<file path="src/rtl/mem_axi_master.sv">
// Load/store port that turns single CPU requests into AXI4-Lite read or write
// transactions toward the data cache, with lane steering and load extension.
module mem_axi_master #(
    parameter bit ALIGN_CHECK = 1'b1
) (
    input  logic        clk,
    input  logic        rst,
    input  logic        req_valid,
    output logic        req_ready,
    input  logic        req_we,
    input  logic [1:0]  req_size,
    input  logic        req_signed,
    input  logic [31:0] req_addr,
    input  logic [31:0] req_wdata,
    output logic        resp_valid,
    output logic [31:0] resp_rdata,
    output logic        resp_err,
    output logic [31:0] m_axi_araddr,
    output logic        m_axi_arvalid,
    input  logic        m_axi_arready,
    input  logic [31:0] m_axi_rdata,
    input  logic [1:0]  m_axi_rresp,
    input  logic        m_axi_rvalid,
    output logic        m_axi_rready,
    output logic [31:0] m_axi_awaddr,
    output logic        m_axi_awvalid,
    input  logic        m_axi_awready,
    output logic [31:0] m_axi_wdata,
    output logic [3:0]  m_axi_wstrb,
    output logic        m_axi_wvalid,
    input  logic        m_axi_wready,
    input  logic [1:0]  m_axi_bresp,
    input  logic        m_axi_bvalid,
    output logic        m_axi_bready
);

    typedef enum logic [2:0] {
        IDLE, RD_ADDR, RD_DATA, WR_ADDR_DATA, WR_RESP, RESP
    } state_t;

    state_t      state_q;
    logic        req_ready_q, resp_valid_q, resp_err_q;
    logic [31:0] resp_rdata_q;
    logic [31:0] araddr_q, awaddr_q, wdata_q;
    logic [3:0]  wstrb_q;
    logic        arvalid_q, rready_q, awvalid_q, wvalid_q, bready_q;
    logic        we_q, sgn_q, err_q;
    logic [1:0]  size_q, lane_q;
    logic [31:0] rdata_q;

    logic        misalign_d, aw_done_d, w_done_d;
    logic [31:0] addr_al_d, wdata_d;
    logic [3:0]  wstrb_d;

    // Only bit 1 of the AXI response distinguishes SLVERR/DECERR from OKAY/EXOKAY.
    logic unused_resp_lsbs;
    assign unused_resp_lsbs = m_axi_rresp[0] ^ m_axi_bresp[0];

    function automatic logic [31:0] store_lanes(input logic [31:0] d, input logic [1:0] size);
        case (size)
            2'd0:    store_lanes = {4{d[7:0]}};
            2'd1:    store_lanes = {2{d[15:0]}};
            default: store_lanes = d;
        endcase
    endfunction

    function automatic logic [3:0] store_strobe(input logic [1:0] size, input logic [1:0] a);
        case (size)
            2'd0:    store_strobe = 4'b0001 << a;
            2'd1:    store_strobe = a[1] ? 4'b1100 : 4'b0011;
            default: store_strobe = 4'b1111;
        endcase
    endfunction

    function automatic logic [31:0] load_extract(input logic [31:0] d, input logic [1:0] size,
                                                 input logic [1:0] a, input logic sgn);
        logic [7:0]  b;
        logic [15:0] h;
        case (a)
            2'd0:    b = d[7:0];
            2'd1:    b = d[15:8];
            2'd2:    b = d[23:16];
            default: b = d[31:24];
        endcase
        h = a[1] ? d[31:16] : d[15:0];
        case (size)
            2'd0:    load_extract = sgn ? {{24{b[7]}}, b} : {24'd0, b};
            2'd1:    load_extract = sgn ? {{16{h[15]}}, h} : {16'd0, h};
            default: load_extract = d;
        endcase
    endfunction

    assign misalign_d = ALIGN_CHECK && ((req_size == 2'd1 && req_addr[0]) ||
                                        (req_size[1] && req_addr[1:0] != 2'b00));
    assign addr_al_d  = {req_addr[31:2], 2'b00};
    assign wdata_d    = store_lanes(req_wdata, req_size);
    assign wstrb_d    = store_strobe(req_size, req_addr[1:0]);
    assign aw_done_d  = !awvalid_q || m_axi_awready;
    assign w_done_d   = !wvalid_q || m_axi_wready;

    always_ff @(posedge clk) begin
        if (rst) begin
            state_q      <= IDLE;
            req_ready_q  <= 1'b0;
            resp_valid_q <= 1'b0;
            resp_err_q   <= 1'b0;
            resp_rdata_q <= '0;
            araddr_q     <= '0;
            awaddr_q     <= '0;
            wdata_q      <= '0;
            wstrb_q      <= '0;
            arvalid_q    <= 1'b0;
            rready_q     <= 1'b0;
            awvalid_q    <= 1'b0;
            wvalid_q     <= 1'b0;
            bready_q     <= 1'b0;
            we_q         <= 1'b0;
            sgn_q        <= 1'b0;
            err_q        <= 1'b0;
            size_q       <= '0;
            lane_q       <= '0;
            rdata_q      <= '0;
        end else begin
            resp_valid_q <= 1'b0;
            case (state_q)
                IDLE: begin
                    req_ready_q <= 1'b1;
                    if (req_valid && req_ready_q) begin
                        req_ready_q <= 1'b0;
                        we_q        <= req_we;
                        size_q      <= req_size;
                        sgn_q       <= req_signed;
                        lane_q      <= req_addr[1:0];
                        rdata_q     <= '0;
                        err_q       <= 1'b0;
                        if (misalign_d) begin
                            err_q   <= 1'b1;
                            state_q <= RESP;
                        end else if (req_we) begin
                            awaddr_q  <= addr_al_d;
                            wdata_q   <= wdata_d;
                            wstrb_q   <= wstrb_d;
                            awvalid_q <= 1'b1;
                            wvalid_q  <= 1'b1;
                            state_q   <= WR_ADDR_DATA;
                        end else begin
                            araddr_q  <= addr_al_d;
                            arvalid_q <= 1'b1;
                            state_q   <= RD_ADDR;
                        end
                    end
                end
                RD_ADDR: begin
                    if (m_axi_arready) begin
                        arvalid_q <= 1'b0;
                        rready_q  <= 1'b1;
                        state_q   <= RD_DATA;
                    end
                end
                RD_DATA: begin
                    if (m_axi_rvalid) begin
                        rready_q <= 1'b0;
                        rdata_q  <= m_axi_rdata;
                        err_q    <= m_axi_rresp[1];
                        state_q  <= RESP;
                    end
                end
                // Address and data handshakes complete independently, in any order.
                WR_ADDR_DATA: begin
                    if (awvalid_q && m_axi_awready) awvalid_q <= 1'b0;
                    if (wvalid_q && m_axi_wready) wvalid_q <= 1'b0;
                    if (aw_done_d && w_done_d) begin
                        bready_q <= 1'b1;
                        state_q  <= WR_RESP;
                    end
                end
                WR_RESP: begin
                    if (m_axi_bvalid) begin
                        bready_q <= 1'b0;
                        err_q    <= m_axi_bresp[1];
                        state_q  <= RESP;
                    end
                end
                RESP: begin
                    resp_valid_q <= 1'b1;
                    resp_err_q   <= err_q;
                    resp_rdata_q <= (err_q || we_q) ? '0 : load_extract(rdata_q, size_q, lane_q, sgn_q);
                    req_ready_q  <= 1'b1;
                    state_q      <= IDLE;
                end
                default: state_q <= IDLE;
            endcase
        end
    end

    assign req_ready     = req_ready_q;
    assign resp_valid    = resp_valid_q;
    assign resp_rdata    = resp_rdata_q;
    assign resp_err      = resp_err_q;
    assign m_axi_araddr  = araddr_q;
    assign m_axi_arvalid = arvalid_q;
    assign m_axi_rready  = rready_q;
    assign m_axi_awaddr  = awaddr_q;
    assign m_axi_awvalid = awvalid_q;
    assign m_axi_wdata   = wdata_q;
    assign m_axi_wstrb   = wstrb_q;
    assign m_axi_wvalid  = wvalid_q;
    assign m_axi_bready  = bready_q;

endmodule

</file>
<file path="config.mk">
export PLATFORM = sky130hd
export DESIGN_NAME = mem_axi_master
export DESIGN_NICKNAME = d
export VERILOG_FILES = /design/src/rtl/mem_axi_master.sv
export SDC_FILE = /design/constraint.sdc
export NUM_CORES = 1
export LEC_CHECK = 0
export ABC_AREA = 0
export BUFFER_PORTS_ARGS = -buffer_cell sky130_fd_sc_hd__buf_2
export CAP_MARGIN = 20
export CORE_ASPECT_RATIO = 2
export CORE_UTILIZATION = 42
export DETAILED_ROUTE_END_ITERATION = 12
export GPL_TIMING_DRIVEN = 0
export PLACE_DENSITY = 0.8
export SLEW_MARGIN = 20
export SYNTH_ARGS = -nofsm -noshare
export SYNTH_HDL_FRONTEND = slang
export SYNTH_SLANG_ARGS = --single-unit
</file>
<file path="constraint.sdc">
create_clock -name clk -period 3 [get_ports clk]
set_input_delay 0.6 -clock clk [delete_from_list [all_inputs] [get_ports clk]]
set_output_delay 0.6 -clock clk [all_outputs]
set_load 0.1 [all_outputs]
</file>
==> flow_summary_export.csv <==
group,metric,value,unit
global_route,grt_pass1_vias,7264,
place,io_buffers,245,
sta,period_share,65.5,%
sta,rsz0062_at_grt,"no",
logic_synthesis,synth_common_cells,"nand2_1 (220), dfxtp_1 (178), a21oi_1 (146), nor2_1 (45), clkbuf_1 (44)",
global_route,grt_max_degree,17,
worst_setup_path,cp-end-kind,"primary output",
worst_setup_path,path_depth,1,
routing,wirelength,24800,µm
die,die-area,18000,µm²
logic_synthesis,synth.distinct_cells,51,
logic_synthesis,synth_area_leaders,"dfxtp_1 (49%), nand2_1 (11%), a21oi_1 (10%)",
logic_synthesis,synth.avg_cell_area,8.09,µm²
worst_setup_path,crit_type,"reg2out",
sta,setup_viol,0,
routing,ant_nets,0,
sta,maxSlewHeadroom,54.2,%
global_route,grt_pass1_wl,38100,µm
sta,worst_pin_slew,0.686,ns
worst_setup_path,critPathSlowestCell,"buf_2",
routing,via_count,7493,
power_and_ir_drop,ir_drop,0.491,mV
sta,fin_skew,0.0102,ns
place,dp_hpwl,19600,µm
worst_setup_path,crit_buf_inv,1,
cts,cts_resized,0,
cells_and_area,final_layout_size_suffix_gt1_share,27.6,%
cts,post_cts_buffers,0,
routing,viasPerCell,5.37,
worst_setup_path,crit_fanout,6,
global_route,grt.overflow.total,0,
cells_and_area,nNetsFinal,1286,
die,io_pins,252,
cts,cts_tree,"done",
worst_setup_path,critPathTopFamily,"buffers and inverters",
logic_synthesis,ys.flop_type,"dfxtp_1",
worst_setup_path,cp-start-kind,"register",
die,core_area,17200,µm²
sta,fin_hold_ws,0.389,ns
cts,clock-sinks,178,
power_and_ir_drop,leakage,3.90,nW
logic_synthesis,synth.most_common_cell,"nand2_1",
logic_synthesis,synth-seq-cells,178,
die,die_w,95.5,µm
die,fp.dieH,189,µm
cts,htree_levels,4,
logic_synthesis,synth_edf_count,0,
die,initial_core_util,42.7,%
worst_setup_path,reg2reg_depth,5,
cts,cts.reportedPaths.clkPinSlew,0.07,ns
cells_and_area,multi_input_area,3390,µm²
logic_synthesis,synth_top_cell_by_area,"dfxtp_1",
sta,period_needed,1.97,ns
cts,cts_buffers,17,
cts,cts-root-buf,"clkbuf_16",
logic_synthesis,synth_top_area_share,48.6,%
cts,clk_latency,0.42,ns
routing,drt_iter0_drc,304,
global_route,antenna_found_initial,0,
worst_hold_path,hold_depth,2,
logic_synthesis,syn_inst,907,
worst_setup_path,crit_path_cell_trace,"buf_2",
sta,finalHoldViolations,0,
worst_setup_path,crit_required,2.40,ns
sta,fmax,509,MHz
cts,cts_hold_buffers,0,
logic_synthesis,ys_seq_area_share,48.6,%
job,max-cap-violations,0,
status,status,"finished, final reports clean",
die,core.rowCount,68,
place,gp_congestion,0.966,
logic_synthesis,ys_warn_count,0,
routing,routedWlPerCell,17.8,µm
worst_setup_path,arrival,1.37,ns
worst_hold_path,min_path_type,"in2reg",
cells_and_area,seq_area,3560,µm²
worst_setup_path,max_stage_delay,0.48,ns
routing,drt_pass1_iterations,5,
global_route,grt_usage,28.1,%
sta,drv_slew,0,
cells_and_area,nFillCells,1695,
cts,cts_buffer_depth,2,
logic_synthesis,synth.cell_area,7340,µm²
power_and_ir_drop,power-per-cell-area,734,nW/µm²
cells_and_area,area_delta_synth_final,28.3,%
logic_synthesis,synth-async-reset-ratio,0,%
cells_and_area,antenna_cells,0,
routing,drcViolationCount,0,
sta,timing.setup.tns,0,ns
-- cells in the final DEF, fill, tap and decap left out, drive strengths merged, types with 2 or more instances in the layout --
cell	count
mux2i	24
nor3	11
o2111ai	2
o21bai	6
nand3	33
mux2	8
nand3b	4
a31oi	3
clkinv	4
a211oi	13
a21oi	146
dfxtp	178
nor2b	7
nand2b	6
o21a	7
or2	2
inv	12
a311oi	12
clkbuf	63
o21ai	48
a22o	2
a32o	8
buf	279
nand2	220
o2111a	2
o211ai	8
o221ai	4
conb	4
clkinvlp	3
bufinv	2
nor2	46
a22oi	3
or3	2
-- registers in the layout, summed over array words and instances, names as in the netlist --
| register | count |
|---|---|
| lane_q | 2 |
| we_q | 1 |
| resp_valid | 1 |
| m_axi_rready | 1 |
| rdata_q | 32 |
| size_q | 2 |
| resp_rdata | 32 |
| resp_err | 1 |
| m_axi_wstrb | 4 |
| m_axi_bready | 1 |
| m_axi_awvalid | 1 |
| sgn_q | 1 |
| m_axi_wdata | 32 |
| req_ready | 1 |
| m_axi_arvalid | 1 |
| m_axi_wvalid | 1 |
| m_axi_araddr | 30 |
| m_axi_awaddr | 30 |
| state_q | 3 |
| err_q | 1 |
-- per-stage QoR --
| stage | power, mW | cells | instance area, µm² | worst slack [ns] | util (%) |
|---|---|---|---|---|---|
| after floorplan | 4.22 | 910 | 7350 | 0.822 | - |
| after global placement | 4.72 | 1365 | 8840 | 0.712 | 51.4 |
| after detailed placement | 4.74 | 1365 | 8840 | 0.678 | 51.4 |
| after CTS | 6.93 | 1395 | 9410 | 1.01 | 54.8 |
| after global routing | 7.20 | 1395 | 9410 | 0.936 | 54.8 |
| final | 6.91 | 1395 | 9410 | 1.03 | 54.8 |
-- final timing paths --
check                                    start        endpoint  slack (ns)
worst max-delay path                 req_ready       req_ready        1.03
worst min-delay path              m_axi_wready    m_axi_wvalid        0.39
worst max register to register      state_q[1]     rdata_q[10]        1.10
worst min register to register  resp_rdata[18]  resp_rdata[18]        0.45
-- power breakdown --
| part | leakage [nW] | internal [mW] | switching [mW] | total [mW] |
|---|---|---|---|---|
| Clock | 0.272 | 1.25 | 0.961 | 2.21 |
| Sequential | 1.44 | 2.51 | 0.114 | 2.63 |
| Combinational | 2.19 | 0.471 | 1.60 | 2.08 |
| Total | 3.90 | 4.23 | 2.68 | 6.91 |
-- layer usage --
layer	up-vias	track usage, %	share of wire (%)
li1	3656	-	-
met2	301	52.4	54
met3	69	5.58	6.2
met5	-	0	0
met1	3467	27.1	34
met4	0	17.2	5.6
-- worst register-to-register path, stage by stage (launching register included) --
cell      delay, ns
dfxtp_1        0.43
inv_1          0.17
nor3_2         0.43
clkbuf_1       0.44
nand3_1        0.20
a21oi_1        0.17
-- logic make-up after synthesis --
| family | Yosys count | share of synthesized area (%) |
|---|---|---|
| AO/OA/AOI/OAI | 272 | 22.1 |
| multiplexers | 32 | 4.50 |
| flip-flops | 178 | 48.6 |
| other | 1 | 0.0511 |
| buffers and inverters | 88 | 5.39 |
| AND/OR/NAND/NOR | 336 | 19.4 |
-- layout make-up --
| class | count | area share [%] |
|---|---|---|
| Timing Repair Buffer | 245 | 13.0 |
| Multi-Input combinational cell | 644 | 36.0 |
| Clock inverter | 11 | 1.40 |
| Tap cell | 210 | 2.79 |
| Inverter | 10 | 0.399 |
| Buffer | 78 | 3.80 |
| Clock buffer | 19 | 4.71 |
| Sequential cell | 178 | 37.9 |
No activity file was read; power rests on OpenSTA's default activity.
